--- config.mk ---
export PLATFORM = sky130hd
export DESIGN_NAME = fetch_unit_flat
export DESIGN_NICKNAME = d
export VERILOG_FILES = /design/src/rtl/fic_pkg.sv /design/src/rtl/fetch_unit_if.sv /design/src/rtl/fetch_unit.sv /design/src/flat_wrapper.sv
export SDC_FILE = /design/constraint.sdc
export NUM_CORES = 1
export LEC_CHECK = 0
export CAP_MARGIN = 20
export CORE_ASPECT_RATIO = 0.6
export CORE_UTILIZATION = 49
export CTS_CLUSTER_DIAMETER = 150
export DETAILED_ROUTE_END_ITERATION = 10
export PLACE_DENSITY = 0.85
export SLEW_MARGIN = 10
export SYNTH_ARGS = -nofsm -noshare
export SYNTH_HDL_FRONTEND = slang
export SYNTH_SLANG_ARGS = --single-unit
--- constraint.sdc ---
create_clock -name clk -period 2.83 [get_ports clk]
set_input_delay 0.566 -clock clk [delete_from_list [all_inputs] [get_ports clk]]
set_output_delay 0.566 -clock clk [all_outputs]
set_load 0.01 [all_outputs]
--- src/rtl/fic_pkg.sv ---
// Shared fetch/decode definitions: the fetch FSM state encoding and the HALT opcode field.
package fic_pkg;

    localparam int unsigned FIC_OP_MSB = 4;
    localparam logic [FIC_OP_MSB-1:0] FIC_HALT_OP = 4'hF;

    typedef enum logic [1:0] {
        IDLE   = 2'd0,
        FETCH  = 2'd1,
        HALTED = 2'd2
    } fetch_state_t;

endpackage

--- src/rtl/fetch_unit_if.sv ---
// Fetch-unit bus: instruction-memory address/data plus the IR handshake towards decode.
interface fetch_unit_if #(
    parameter int unsigned W = 16
);
    logic         start;
    logic         branch_taken;
    logic [W-1:0] branch_target;
    logic [W-1:0] imem_addr;
    logic [W-1:0] imem_data;
    logic [W-1:0] ir;
    logic [W-1:0] ir_pc;
    logic         ir_valid;
    logic         ir_ready;
    logic         halted;

    modport master (
        input  start, branch_taken, branch_target, imem_data, ir_ready,
        output imem_addr, ir, ir_pc, ir_valid, halted
    );

    modport slave (
        output start, branch_taken, branch_target, imem_data, ir_ready,
        input  imem_addr, ir, ir_pc, ir_valid, halted
    );
endinterface

--- src/rtl/fetch_unit.sv ---
// Instruction-fetch sequencer: owns the PC, captures memory words into the IR and
// hands them to decode over valid/ready; honours branch redirects and stops on HALT.
module fetch_unit
    import fic_pkg::*;
#(
    parameter int unsigned            W        = 16,
    parameter logic [W-1:0]           RESET_PC = '0,
    parameter int unsigned            OP_MSB   = FIC_OP_MSB,
    parameter logic [OP_MSB-1:0]      HALT_OP  = FIC_HALT_OP
) (
    input  logic         clk,
    input  logic         rst,
    fetch_unit_if.master bus
);

    fetch_state_t      r_state;
    logic [W-1:0]      r_pc;
    logic [W-1:0]      r_ir;
    logic [W-1:0]      r_ir_pc;
    logic              r_ir_valid;
    logic              r_halted;

    logic              w_take;
    logic              w_is_halt;

    // The IR may be refilled when empty or when decode consumes it this cycle.
    assign w_take    = !r_ir_valid || bus.ir_ready;
    assign w_is_halt = (bus.imem_data[W-1 -: OP_MSB] == HALT_OP);

    always_ff @(posedge clk) begin
        if (rst) begin
            r_state    <= IDLE;
            r_pc       <= RESET_PC;
            r_ir       <= '0;
            r_ir_pc    <= '0;
            r_ir_valid <= 1'b0;
            r_halted   <= 1'b0;
        end else begin
            case (r_state)
                IDLE: begin
                    if (bus.start) begin
                        r_state <= FETCH;
                    end
                end
                FETCH: begin
                    if (bus.branch_taken) begin
                        r_pc       <= bus.branch_target;
                        r_ir_valid <= 1'b0;
                    end else if (w_take) begin
                        r_ir       <= bus.imem_data;
                        r_ir_pc    <= r_pc;
                        r_ir_valid <= 1'b1;
                        // A HALT word parks the PC on its own address.
                        if (w_is_halt) begin
                            r_state  <= HALTED;
                            r_halted <= 1'b1;
                        end else begin
                            r_pc <= r_pc + 1'b1;
                        end
                    end
                end
                HALTED: begin
                    if (bus.ir_ready) begin
                        r_ir_valid <= 1'b0;
                    end
                end
                default: begin
                    r_state <= IDLE;
                end
            endcase
        end
    end

    assign bus.imem_addr = r_pc;
    assign bus.ir        = r_ir;
    assign bus.ir_pc     = r_ir_pc;
    assign bus.ir_valid  = r_ir_valid;
    assign bus.halted    = r_halted;

endmodule

--- src/flat_wrapper.sv ---
// flat-port wrapper written by rule: the top's interface ports become plain ports
module fetch_unit_flat import fic_pkg::*;
#(
    parameter int unsigned            W        = 16,
    parameter logic [W-1:0]           RESET_PC = '0,
    parameter int unsigned            OP_MSB   = FIC_OP_MSB,
    parameter logic [OP_MSB-1:0]      HALT_OP  = FIC_HALT_OP
)
  (clk, rst, bus_start, bus_branch_taken, bus_branch_target, bus_imem_data, bus_ir_ready, bus_imem_addr, bus_ir, bus_ir_pc, bus_ir_valid, bus_halted);
  fetch_unit_if #(.W(W)) bus_i ();
  input  logic clk;
  input  logic rst;
  input wire logic [$bits(bus_i.start)-1:0] bus_start;
  input wire logic [$bits(bus_i.branch_taken)-1:0] bus_branch_taken;
  input wire logic [$bits(bus_i.branch_target)-1:0] bus_branch_target;
  input wire logic [$bits(bus_i.imem_data)-1:0] bus_imem_data;
  input wire logic [$bits(bus_i.ir_ready)-1:0] bus_ir_ready;
  output wire logic [$bits(bus_i.imem_addr)-1:0] bus_imem_addr;
  output wire logic [$bits(bus_i.ir)-1:0] bus_ir;
  output wire logic [$bits(bus_i.ir_pc)-1:0] bus_ir_pc;
  output wire logic [$bits(bus_i.ir_valid)-1:0] bus_ir_valid;
  output wire logic [$bits(bus_i.halted)-1:0] bus_halted;
  assign bus_i.start = bus_start;
  assign bus_i.branch_taken = bus_branch_taken;
  assign bus_i.branch_target = bus_branch_target;
  assign bus_i.imem_data = bus_imem_data;
  assign bus_i.ir_ready = bus_ir_ready;
  assign bus_imem_addr = bus_i.imem_addr;
  assign bus_ir = bus_i.ir;
  assign bus_ir_pc = bus_i.ir_pc;
  assign bus_ir_valid = bus_i.ir_valid;
  assign bus_halted = bus_i.halted;
  fetch_unit #(.W(W), .RESET_PC(RESET_PC), .OP_MSB(OP_MSB), .HALT_OP(HALT_OP)) u_core (.clk(clk), .rst(rst), .bus(bus_i));
endmodule
==> impl_metrics.env, run 1 <==
export IMPL_dp_hpwl_um=5090
export IMPL_cp_max_fo=11
export IMPL_min_to="u_core.bus.ir[2]"
export IMPL_fin_skew_ps=4.80
export IMPL_cts_buffer_depth=2
export IMPL_ant_nets=0
export IMPL_drv_slew=0
export IMPL_hold_start="u_core.bus.ir[2]"
export IMPL_crit_path_start="u_core.r_state[1]"
export IMPL_fp_dieH_um=57.4
export IMPL_setup_viol=0
export IMPL_use_met2=0.438
export IMPL_yosysSeqAreaShare=0.416
export IMPL_reg2reg_from="u_core.r_state[1]"
export IMPL_yosys_warnings=0
export IMPL_min_period_ps=2100
export IMPL_ys_seq_elements=52
export IMPL_num_vias=2644
export IMPL_start_kind="flop"
export IMPL_die_area_sq_um=5410
export IMPL_r2r_setup_slack_ps=730
export IMPL_drv_cap=0
export IMPL_clk_pin_slew_worst_paths_ps=90
export IMPL_antenna_cells=0
export IMPL_max_freq_mhz=476
export IMPL_routed_wl_um=7240
export IMPL_rows=19
export IMPL_finalHoldViolations=0
export IMPL_synth_cell_types=49
export IMPL_portBuffers=86
export IMPL_synth_ff_type="dfxtp_1"
export IMPL_p_leak_nw=1.21
export IMPL_grt_util_met3=0.0680
export IMPL_first_iter_violations=246
export IMPL_dp_cells=446
export IMPL_clk_latency_ps=310
export IMPL_grt_pass1_vias=2410
export IMPL_peakVddDrop_mv=0.333
export IMPL_drtPass1Iterations=4
export IMPL_synth_edf_count=0
export IMPL_wire_per_inst_um=16.0
export IMPL_htreeDepth=2
export IMPL_grt_overflow_total=0
export IMPL_met1_usage=0.379
export IMPL_path_class="reg2reg"
export IMPL_end_kind="flop"
export IMPL_post_cts_buffers=0
export IMPL_hold_buffers=0
export IMPL_cts_resized=0
export IMPL_fin_cells=453
export IMPL_powerDensity_nw_per_um2=639
export IMPL_cp_cell_sequence="inv_1 > ha_1 > nand2b_1 > nor4b_1 > nand4bb_1 > a31oi_1"
export IMPL_arrival_ps=2340
export IMPL_reg2regPathDepth=6
export IMPL_slew_headroom=0.580
export IMPL_grt_total_usage=0.275
export IMPL_synthCells=314
export IMPL_fin_setup_tns_ps=0
export IMPL_nNetsFinal=432
export IMPL_slowest_delay_ps=610
export IMPL_syn_area_sq_um=2500
export IMPL_pin_count=87
export IMPL_cts_root_buf="clkbuf_8"
export IMPL_drt_drc_violations_left=0
export IMPL_postPlaceCellArea_sq_um=3380
export IMPL_syn2layout_area_growth_pct=40.1
export IMPL_synthArstFlopShare=0
export IMPL_cts_sinks=52
export IMPL_grt_max_degree=34
export IMPL_status="complete, no violations"
export IMPL_timing_final_crit_share=0.742
export IMPL_worstPathRequired_ps=3070
export IMPL_rr_endpoint="u_core.bus.imem_addr[14]"
export IMPL_holdPathStages=2
export IMPL_syn_nets=356
export IMPL_rsz0062_at_grt="false"
export IMPL_grt_busiest_layer="met2"
export IMPL_gp_congestion=0.884
export IMPL_cts_made_buffers=5
export IMPL_start_util=0.529
export IMPL_core_area_sq_um=4730
export IMPL_grt_antenna_before_repair=0
export IMPL_drive_above_1_share=0.0538
export IMPL_worst_pin_slew_ps=622
export IMPL_min_path_type="reg2reg"
export IMPL_design_area_sq_um=3510
export IMPL_cts_tree="yes"
export IMPL_via_per_inst=5.84
export IMPL_crit_buf_inv=1
export IMPL_avgSynthCellArea_sq_um=7.97
export IMPL_critPathTopFamily="simple AND/OR/NAND/NOR gates"
export IMPL_dieWidth_um=94.3
export IMPL_critPathSlowestCell="nor4b_1"
export IMPL_grt_pass1_wl_um=11500
==> sequential cells by signal, summed over array words and instances (netlist names) <==
| signal | flops |
|---|---|
| u_core.bus.imem_addr | 16 |
| u_core.bus.ir_pc | 16 |
| u_core.bus.ir | 16 |
| u_core.bus.halted | 1 |
| u_core.bus.ir_valid | 1 |
| u_core.r_state | 2 |
==> stage by stage <==
step                      power (mW)  utilization  setup WS, ps  hold WS, ps
final                           2.24        0.741           729          461
after CTS                       2.23        0.741           790          463
after global routing            2.36        0.741           540          479
after global placement          1.63        0.714           610          440
after floorplan                 1.33            -          1230          470
after detailed placement        1.65        0.714           547          449
==> cell families (layout without fill, tap and decap cells) <==
kind of cell    Yosys count  count (layout)  share of synthesized area
buf+inv                  32             108                     0.0565
compound gates           88              88                      0.227
fa+ha+maj                 5               5                     0.0250
mux                       1               1                    0.00400
flops                    52              52                      0.416
simple gates            136             136                      0.272
==> cell usage in the layout, fill, tap and decap left out, drive strengths merged, types with 3 or more instances in the layout <==
cell type / netlist / final
a21oi: 42 / 42
a22oi: 4 / 4
a31oi: 7 / 7
a32o: 3 / 3
and2: 4 / 4
and3: 3 / 3
buf: 13 / 7
clkbuf: 10 / 5
clkdlybuf4s50: 0 / 85
dfxtp: 52 / 52
ha: 5 / 5
inv: 9 / 9
nand2: 75 / 75
nand2b: 4 / 4
nand3: 10 / 10
nand4: 8 / 8
nor2: 15 / 15
nor2b: 3 / 3
o211a: 3 / 3
o211ai: 4 / 4
o21ai: 5 / 5
o311ai: 3 / 3
o31ai: 3 / 3
o41ai: 4 / 4
==> per-layer routing <==
metal	up-vias	wire length [um]
met5	-	0
met4	0	39
met3	5	623
met2	122	3270
met1	1257	3310
li1	1260	-
==> synth_stat cells (all sizes together) (3+ instances only) <==
cell,count,share of area
nand2,75,0.11
dfxtp,52,0.42
a21oi,42,0.084
nor2,15,0.022
buf,13,0.028
clkbuf,10,0.015
nand3,10,0.020
inv,9,0.013
nand4,8,0.032
a31oi,7,0.017
ha,5,0.025
o21ai,5,0.010
a22oi,4,0.012
and2,4,0.010
nand2b,4,0.010
o211ai,4,0.012
o41ai,4,0.014
a32o,3,0.012
and3,3,0.0080
nor2b,3,0.0075
o211a,3,0.012
o311ai,3,0.010
o31ai,3,0.0090
==> tightest hold or removal path: cells and delay by family (launching register included) <==
family	cells	cell delay, ps
flip-flops	1	320
AO/OA/AOI/OAI	1	50
AND/OR/NAND/NOR	1	50
==> power by group <==
group          leakage, nW  internal (mW)  switching, mW
Combinational        0.727          0.333          0.382
Clock               0.0642          0.348          0.242
Sequential           0.421          0.819          0.118
==> worst max-delay path by stage <==
stage	endpoint	slack, ps	cells past startpoint
2_1_floorplan	u_core.bus.imem_addr[14]	1230	5
3_3_place_gp	u_core.bus.imem_addr[5]	610	5
3_5_place_dp	u_core.bus.imem_addr[5]	550	5
4_1_cts	u_core.bus.imem_addr[14]	790	6
5_1_grt	u_core.bus.imem_addr[10]	540	6
6_report	u_core.bus.imem_addr[14]	730	6
==> final cells by class <==
type / count / area [sq um]
multi-input combinational: 230 / 1320
fill: 382 / 1220
sequential: 52 / 1040
timing repair buffer: 92 / 901
tap: 63 / 78.8
clock buffer: 5 / 68.8
clock inverter: 2 / 60.1
inverter: 9 / 33.8
No activity file was read; power rests on OpenSTA's default activity.
==> inputs of run 2 (changes only) <==
- CORE_UTILIZATION: 49 -> 45
- PLACE_DENSITY: 0.85 -> 0.79
- clock period: 2.83 -> 2.2 ns (I/O delays scaled with it)
==> impl_metrics.env, run 2 (synthesized netlist as in run 1, its figures left out) <==
export IMPL_grt_pass1_wl_um=11100
export IMPL_setup_viol=0
export IMPL_start_kind="flop"
export IMPL_multiInputGateArea_sq_um=1320
export IMPL_postPlaceCellArea_sq_um=3450
export IMPL_drtPass1Iterations=10
export IMPL_regArea_sq_um=1040
export IMPL_layout_common_cells="85 x clkdlybuf4s50_1, 75 x nand2_1, 52 x dfxtp_1"
export IMPL_nNetsFinal=439
export IMPL_arrival_ps=2240
export IMPL_fin_cells=464
export IMPL_hold_buffers=0
export IMPL_first_iter_violations=151
export IMPL_p_leak_nw=1.25
export IMPL_path_class="reg2reg"
export IMPL_ant_nets=0
export IMPL_grt_antenna_before_repair=0
export IMPL_drv_cap=0
export IMPL_antenna_cells=0
export IMPL_slowest_delay_ps=440
export IMPL_mostFrequentLayoutCell="clkdlybuf4s50_1"
export IMPL_status="finished with violations"
export IMPL_critPathTopFamily="simple AND/OR/NAND/NOR gates"
export IMPL_min_period_ps=2000
export IMPL_gp_congestion=0.864
export IMPL_max_freq_mhz=500
export IMPL_end_kind="flop"
export IMPL_grt_overflow_total=0
export IMPL_core_area_sq_um=5200
export IMPL_worst_pin_slew_ps=513
export IMPL_pin_count=87
export IMPL_peakVddDrop_mv=0.423
export IMPL_dp_hpwl_um=5030
export IMPL_grt_max_degree=33
export IMPL_fin_skew_ps=9.24
export IMPL_post_cts_buffers=0
export IMPL_violations="design-rule violations"
export IMPL_critPathSlowestCell="nor4b_1"
export IMPL_clk_pin_slew_worst_paths_ps=90
export IMPL_worstPathRequired_ps=2440
export IMPL_min_path_type="reg2reg"
export IMPL_clk_latency_ps=300
export IMPL_syn2layout_area_growth_pct=42.5
export IMPL_start_util=0.481
export IMPL_cts_made_buffers=5
export IMPL_via_per_inst=5.53
export IMPL_cp_max_fo=11
export IMPL_cts_buffer_depth=2
export IMPL_cts_tree="yes"
export IMPL_hold_ws_ps=457
export IMPL_grt_pass1_vias=2278
export IMPL_num_vias=2565
export IMPL_cts_resized=0
export IMPL_powerDensity_nw_per_um2=799
export IMPL_portBuffers=86
export IMPL_fp_dieH_um=59.8
export IMPL_rows=20
export IMPL_cp_cell_sequence="inv_1 > ha_1 > nand2b_1 > nor4b_1 > buf_4 > nand4bb_1 > a31oi_1"
export IMPL_drt_drc_violations_left=5
export IMPL_cts_sinks=52
export IMPL_dieWidth_um=98.3
export IMPL_die_area_sq_um=5880
export IMPL_timing_final_crit_share=0.909
export IMPL_htreeDepth=2
export IMPL_slew_headroom=0.656
export IMPL_drv_slew=0
export IMPL_cts_root_buf="clkbuf_8"
export IMPL_nFillCells=447
export IMPL_design_area_sq_um=3570
export IMPL_utilization=0.686
export IMPL_finalHoldViolations=0
export IMPL_dp_cells=456
export IMPL_fin_setup_tns_ps=0
export IMPL_crit_buf_inv=2
export IMPL_routed_wl_um=6960
export IMPL_drive_above_1_share=0.0729
export IMPL_wire_per_inst_um=15.0
export IMPL_grt_total_usage=0.239
export IMPL_rsz0062_at_grt="false"
-- run 2: path summary, 6_finish.rpt --
path         slack, ps                  endpoint         startpoint  depth (start not counted)
max reg2reg        200  u_core.bus.imem_addr[14]  u_core.r_state[1]                          7
min reg2reg        460         u_core.bus.ir[12]  u_core.bus.ir[12]                          2
max                200  u_core.bus.imem_addr[14]  u_core.r_state[1]                          7
min                460         u_core.bus.ir[12]  u_core.bus.ir[12]                          2
-- run 2: power breakdown --
part	internal (mW)	switching (mW)	total (mW)	leakage [nW]
combinational	0.466	0.527	0.993	0.766
clock	0.372	0.316	0.688	0.0614
sequential	1.05	0.115	1.17	0.421
total	1.89	0.958	2.85	1.25
-- run 2: per-layer routing --
layer  GRT usage  vias to the layer above  part of all wire
met5           0                        -                 0
met4      0.0661                        0            0.0082
met3      0.0550                        9             0.081
met2       0.349                      107              0.41
met1       0.352                     1169              0.50
li1            -                     1280                 -
-- run 2: final cells by class --
type | instances | area share
inverters | 9 | 0.00947
multi-input cells | 230 | 0.371
well taps | 66 | 0.0231
repair buffers | 99 | 0.271
clock buffers | 6 | 0.0231
clock inverters | 2 | 0.0109
flip-flops and latches | 52 | 0.292
-- run 2: through the flow --
stage               worst slack [ps]  total power [mW]
floorplan                        596              1.72
global placement                81.6              2.17
detailed placement              42.0              2.18
CTS                              263              2.86
global route                    50.0              3.03
finish                           201              2.85
-- run 2: tightest hold or removal path, delay by kind of cell (launching register included) --
family,cells,cell delay (ps)
flops,1,320
simple gates,1,50
compound gates,1,50
==> inputs of run 3 (changes only) <==
- CTS_CLUSTER_DIAMETER: 150 -> default
==> results of run 3 <==
Same layout as run 2: the final DEF is identical, and so are final timing and power.
